**src/rtl/mod_counter.sv**
```systemverilog
// rtl/mod_counter.sv - Prescaled up/down modulo counter with load, terminal count and wrap pulse
//
// Parameters:
//   BUS_WIDTH  width of load value and count (1..32)
//   MODULUS    count range 0..MODULUS-1 (2..2**BUS_WIDTH)
//   SATURATE   0 = wrap at range ends, 1 = hold at range ends
//   PRESCALE   enabled cycles per count step (1..65535)
// Ports:
//   clk    rising-edge clock
//   rst_n  synchronous active-low reset
//   en     count enable, feeds the prescaler
//   ld     parallel load strobe (beats en)
//   X      parallel load value, clamped to MODULUS-1
//   up     direction, 1 = increment, 0 = decrement
//   o      registered count value
//   tc     terminal count for the current direction (combinational)
//   ovf    one-cycle pulse after a step taken at a range end
module mod_counter #(
    parameter int    BUS_WIDTH = 8,
    parameter longint MODULUS  = 256,
    parameter int    SATURATE  = 0,
    parameter int    PRESCALE  = 1
) (
    input  logic                 clk,
    input  logic                 rst_n,
    input  logic                 en,
    input  logic                 ld,
    input  logic [BUS_WIDTH-1:0] X,
    input  logic                 up,
    output logic [BUS_WIDTH-1:0] o,
    output logic                 tc,
    output logic                 ovf
);

    localparam logic [BUS_WIDTH-1:0] MAX_VAL   = BUS_WIDTH'(MODULUS - 1);
    localparam logic [15:0]          PCNT_LAST = 16'(PRESCALE - 1);
    // When the range covers every code of the bus, no load value can exceed it.
    localparam bit                   FULL_RANGE = (MODULUS == (64'd1 << BUS_WIDTH));

    logic [15:0]          pcnt;
    logic [BUS_WIDTH-1:0] load_val;
    logic                 at_top;
    logic                 at_bottom;

    generate
        if (FULL_RANGE) begin : g_full
            assign load_val = X;
        end else begin : g_clamp
            assign load_val = (X > MAX_VAL) ? MAX_VAL : X;
        end
    endgenerate

    assign at_top    = (o == MAX_VAL);
    assign at_bottom = (o == '0);
    assign tc        = up ? at_top : at_bottom;

    always_ff @(posedge clk) begin
        if (!rst_n) begin
            o    <= '0;
            pcnt <= '0;
            ovf  <= 1'b0;
        end else if (ld) begin
            o    <= load_val;
            pcnt <= '0;
            ovf  <= 1'b0;
        end else if (en) begin
            ovf <= 1'b0;
            if (pcnt == PCNT_LAST) begin
                // Step cycle: direction is sampled only here.
                pcnt <= '0;
                if (up) begin
                    if (at_top) begin
                        ovf <= 1'b1;
                        if (SATURATE == 0) begin
                            o <= '0;
                        end
                    end else begin
                        o <= o + 1'b1;
                    end
                end else begin
                    if (at_bottom) begin
                        ovf <= 1'b1;
                        if (SATURATE == 0) begin
                            o <= MAX_VAL;
                        end
                    end else begin
                        o <= o - 1'b1;
                    end
                end
            end else begin
                pcnt <= pcnt + 16'd1;
            end
        end else begin
            ovf <= 1'b0;
        end
    end

endmodule

```
**config.mk**
```make
export PLATFORM = sky130hd
export DESIGN_NAME = mod_counter
export DESIGN_NICKNAME = d
export VERILOG_FILES = /design/src/rtl/mod_counter.sv
export SDC_FILE = /design/constraint.sdc
export NUM_CORES = 1
export LEC_CHECK = 0
export ABC_AREA = 1
export CAP_MARGIN = 20
export CORE_MARGIN = 4
export CORE_UTILIZATION = 30
export CTS_BUF_LIST = sky130_fd_sc_hd__clkbuf_2 sky130_fd_sc_hd__clkbuf_4 sky130_fd_sc_hd__clkbuf_8
export DETAILED_ROUTE_END_ITERATION = 10
export DONT_BUFFER_PORTS = 1
export HOLD_SLACK_MARGIN = 0.08
export PLACE_DENSITY_LB_ADDON = 0.25
export SLEW_MARGIN = 25
export SYNTH_ARGS = -nofsm -noshare
export SYNTH_HDL_FRONTEND = slang
export SYNTH_SLANG_ARGS = --single-unit
```
**constraint.sdc**
```tcl
create_clock -name clk -period 2.75 [get_ports clk]
set_clock_uncertainty 0.05 [all_clocks]
set_input_delay 0.55 -clock clk [delete_from_list [all_inputs] [get_ports clk]]
set_output_delay 0.55 -clock clk [all_outputs]
set_load 0.03 [all_outputs]
```
---- Word level (Yosys, flattened, before mapping) ----
Cells that the tools add are included.
storage, ports and cells
  flip-flop bits (word level) ............. 25
  input port bits ......................... 13
  output and inout port bits .............. 10
  word-level logic and storage cells ...... 28
operators by class
  add/subtract/negate cells ............... 3
  eq/ne operators ......................... 1
  muxes and demuxes ....................... 11
  bitwise gates (word level) .............. 3
  reduce and logical (&&, ||, !) cells .... 7
operators with widths
  cell                     count
  $mux W8                  6
  $add A16 B1 Y16 const B  1
  $logic_not A16 Y1        1
  $mux W16                 1
  $add A8 B1 Y8 const B    1
  $eq A8 B8 Y1 const B     1
  $logic_not A8 Y1         1
  $sub A8 B1 Y8 const B    1
  $mux W1                  4
  $reduce_bool A2 Y1       2
  $reduce_or A4 Y1         1
  $not A1 Y1               3
  $reduce_and A2 Y1        1
  $reduce_or A2 Y1         1

---- Logic depth before layout (Yosys ltp) ----
  depth in word-level cells ............... 6
  mapped depth ............................ 12
  gate-level depth less buffers ........... 12

---- Worst setup path after synthesis ----
Ideal clock, no wire load.
  path type ............................... flip-flop to output port
  from .................................... reg o[1]
  to ...................................... out tc
  arrival ................................. 1337 ps
  required time ........................... 2150 ps
  slack ................................... 813 ps
  stages on the path, launching flop included .. 6
  path buffers ............................ 0
  cell sequence ........................... dfxtp_1 > ha_1 > nand2_1 > nor2_1 > nand3_1 > nand2_1
between the ends
  cells in the longest elaborated chain, start to end .. 2
  elaborated cells between the ends (all ways) .. 3
  those cells by class .................... eq/ne (1); mux (1); reduce/logical (1)
ends and longest elaborated chain
  item                                              RTL line  text
  from (decl)                                       30        output logic [BUS_WIDTH-1:0] o,
  from (signal assigned)                            63        o <= load_val;
  from (signal assigned)                            78        o <= o + 1'b1;
  from (signal assigned)                            87        o <= o - 1'b1;
  $eq A8 B8 Y1 or $logic_not A8 Y1 (tied branches)  53, 54
  $mux W1 *                                         55        assign tc = up ? at_top : at_bottom;
  to (decl)                                         31        output logic tc,
Every way passes the cells marked *; elsewhere a longest branch is shown, timed or not.

---- Worst setup path in the final report ----
Same ends and word-level chain as after synthesis.

==> key figures <==
Yosys
  – Yosys warnings: 0
  – Mapped Area: 0.00177 sq mm
  – Unique masters post-synth: 31
  – Most frequent cell after synthesis: nand2_1
  – FFs w/ async S/R, synth: 0%
  – Mapped Cells: 291
  – Syn_nets: 309
  – Leading area contributor after synthesis: dfxtp_1
  – Flops & latches, synth: 25
  – Sequential area share after synthesis: 28.3%
  – Post-synth EDFFs: 0
  – Synth Flop Type: dfxtp_1
  – Share of the synthesized area in the top cell type: 28.3%
  – Syn Area/Cell: 6.08 sq um
  – Dominant cells by area after synthesis: dfxtp_1, nand2_1, nor2_1
  – Commonest cells post-synth: nand2_1, nor2_1, inv_1

Power
  – Leakage: 0.802 nW
  – Clk pwr share: 28.9%
  – Flop pwr share: 51.3%
  – Pint: 0.535 mW
  – Max VDD drop: 227 uV
  – Combinational share of power: 19.8%
  – Pwr Density: 443 mW/mm^2
  – Switching Fraction: 35.4%
  – Sw power: 0.293 mW

Timing
  – Max-slew violations: 0
  – Tightest Pin Transition: 0.575 ns
  – Hold Violations, Final: 0
  – Fmax: 407 MHz
  – Hold_ws: 0.309 ns
  – Slew HR: 61.6%
  – RSZ-0062 raised after global routing: no
  – # setup viols final: 0
  – Crit path time final: 2.45 ns
  – Setup_tns: 0 ns
  – Fin crit share: 89.2%

Global routing
  – GRT Util Overall: 12.5%
  – Vias in the first global route: 1554
  – First-pass GRT wire length: 7460 microns
  – Overflow after GRT: 0
  – Initial antenna violation count: 0
  – Largest net degree at the start of global routing: 15

Clock tree
  – Cts hold-fix bufs: 0
  – Post-CTS setup repair buffer count: 0
  – Num CTS Buffers: 3
  – Clock Pin Slew Worst Setup and Hold Paths: 0.10 ns
  – Clock root cell: clkbuf_8
  – Clock latency on the worst-skew pair: 0.28 ns
  – Max clock buf depth: 2
  – H-tree depth: 1
  – Cts repair resizes: 0
  – Clock sinks: 25
  – TritonCTS clock tree: done

Route
  – Residual DRC: 0
  – DRT Pass-1 Iters: 4
  – Vias per cell: 4.68
  – Vias: 1698
  – Antenna Violating Nets Remaining: 0
  – 1st-iter DRT viols: 93
  – Wirelength per Cell: 12.0 microns
  – Wirelength, routed: 4360 microns

Placed design
  – Placed cell count: 359
  – Gpl congestion: 0.886
  – Hpwl dp: 3390 microns
  – Port bufs: 0

Worst setup path
  – Worst-path maximum fanout: 7
  – Worst EP arrival: 1.85 ns
  – CP required: 2.15 ns
  – Crit end category: output pin
  – WS Path Type: reg2out
  – Startpoint class of the critical path: flop

Cells and area
  – Diodes inserted: 0
  – Share of layout cells above drive strength 1: 8.59%
  – Final net count: 310
  – Layout area overhead: 5.58%
  – Final core occ: 33.3%
  – Final std cells w/o fill: 363
  – Filler Cell Count: 652

Floorplan
  – DIE AREA: 0.00719 sq mm
  – Die height: 84.8 microns
  – Die width: 84.8 microns
  – Core area: 0.00561 sq mm
  – Initial core utilization: 31.6%
  – Site Rows: 27
  – I/O Pins: 23

Run
  – Max Cap Viol: 0

Min path
  – Min-Delay Path Class: in2reg

Status
  – Status: finished clean
[metrics by stage]
stage	power [mW]	area (sq um)	setup WS, ns
5_1_grt	0.880	1870	0.131
4_1_cts	0.833	1870	0.297
2_1_floorplan	0.566	1770	0.813
3_3_place_gp	0.598	1820	0.650
3_5_place_dp	0.597	1820	0.614
6_report	0.829	1870	0.296
[worst paths after layout]
kind,start,endpoint,slack [ns],depth (start not counted)
max reg2reg,o[1]$_SDFFE_PN0P_,ovf$_SDFF_PP0_,0.83,6
min,en,pcnt[3]$_SDFFE_PP0P_,0.31,1
min reg2reg,pcnt[8]$_SDFFE_PP0P_,pcnt[8]$_SDFFE_PP0P_,0.45,2
max,o[1]$_SDFFE_PN0P_,tc,0.30,5
[critical path: stages (launching register included)]
cell     delay, ns
dfxtp_1       0.66
ha_1          0.25
nand2_1       0.10
nor2_1        0.16
nand3_1       0.12
nand2_1       0.29
[metal layers]
| metal | wire [microns] | up-vias | part of all wire (%) | track usage (%) |
|---|---|---|---|---|
| met4 | 52 | 0 | 1.2 | 4.32 |
| met5 | 0 | - | 0 | 0 |
| met3 | 133 | 4 | 3.0 | 1.46 |
| li1 | - | 921 | - | - |
| met2 | 1820 | 31 | 42 | 18.0 |
| met1 | 2360 | 742 | 54 | 19.0 |
[placed cells by master (no fill, tap or decap), types with 3 or more instances in the layout]
master,n
clkbuf_8,3
or2_2,3
o21ai_0,7
nor2_1,51
nor2_2,4
ha_1,5
dfxtp_1,25
inv_1,34
nand2_2,6
a21oi_1,12
nand3_1,31
xor2_1,5
nand4_1,4
nand2_1,80
[power groups by stage]
stage               clock, mW  sequential (mW)  combinational (mW)
finish                  0.240            0.425               0.164
global route            0.259            0.428               0.192
CTS                     0.244            0.425               0.164
detailed placement          0            0.433               0.164
global placement            0            0.433               0.165
floorplan                   0            0.427               0.139
[registers in the layout (all words and copies together), names as in the netlist]
register / cells
o: 8
ovf: 1
pcnt: 16
[final cells by class]
class / count / area [sq um] / area share (%)
Clock buffer: 3 / 41.3 / 2.21
Clock inverter: 1 / 5.00 / 0.268
Inverter: 36 / 135 / 7.23
Multi-Input combinational cell: 224 / 1080 / 57.9
Sequential cell: 25 / 500 / 26.8
Tap cell: 72 / 90.1 / 4.82
Timing Repair Buffer: 2 / 15.0 / 0.803
[kinds of logic after synthesis]
group	after synthesis	synth area share [%]
AO/OA/AOI/OAI	26	8.13
AND/OR/NAND/NOR	187	46.5
flip-flops	25	28.3
buffers and inverters	42	10.6
XOR/XNOR	6	2.97
adder cells (fa/ha/maj)	5	3.53
Note: power is estimated with default switching activity, not from simulation.
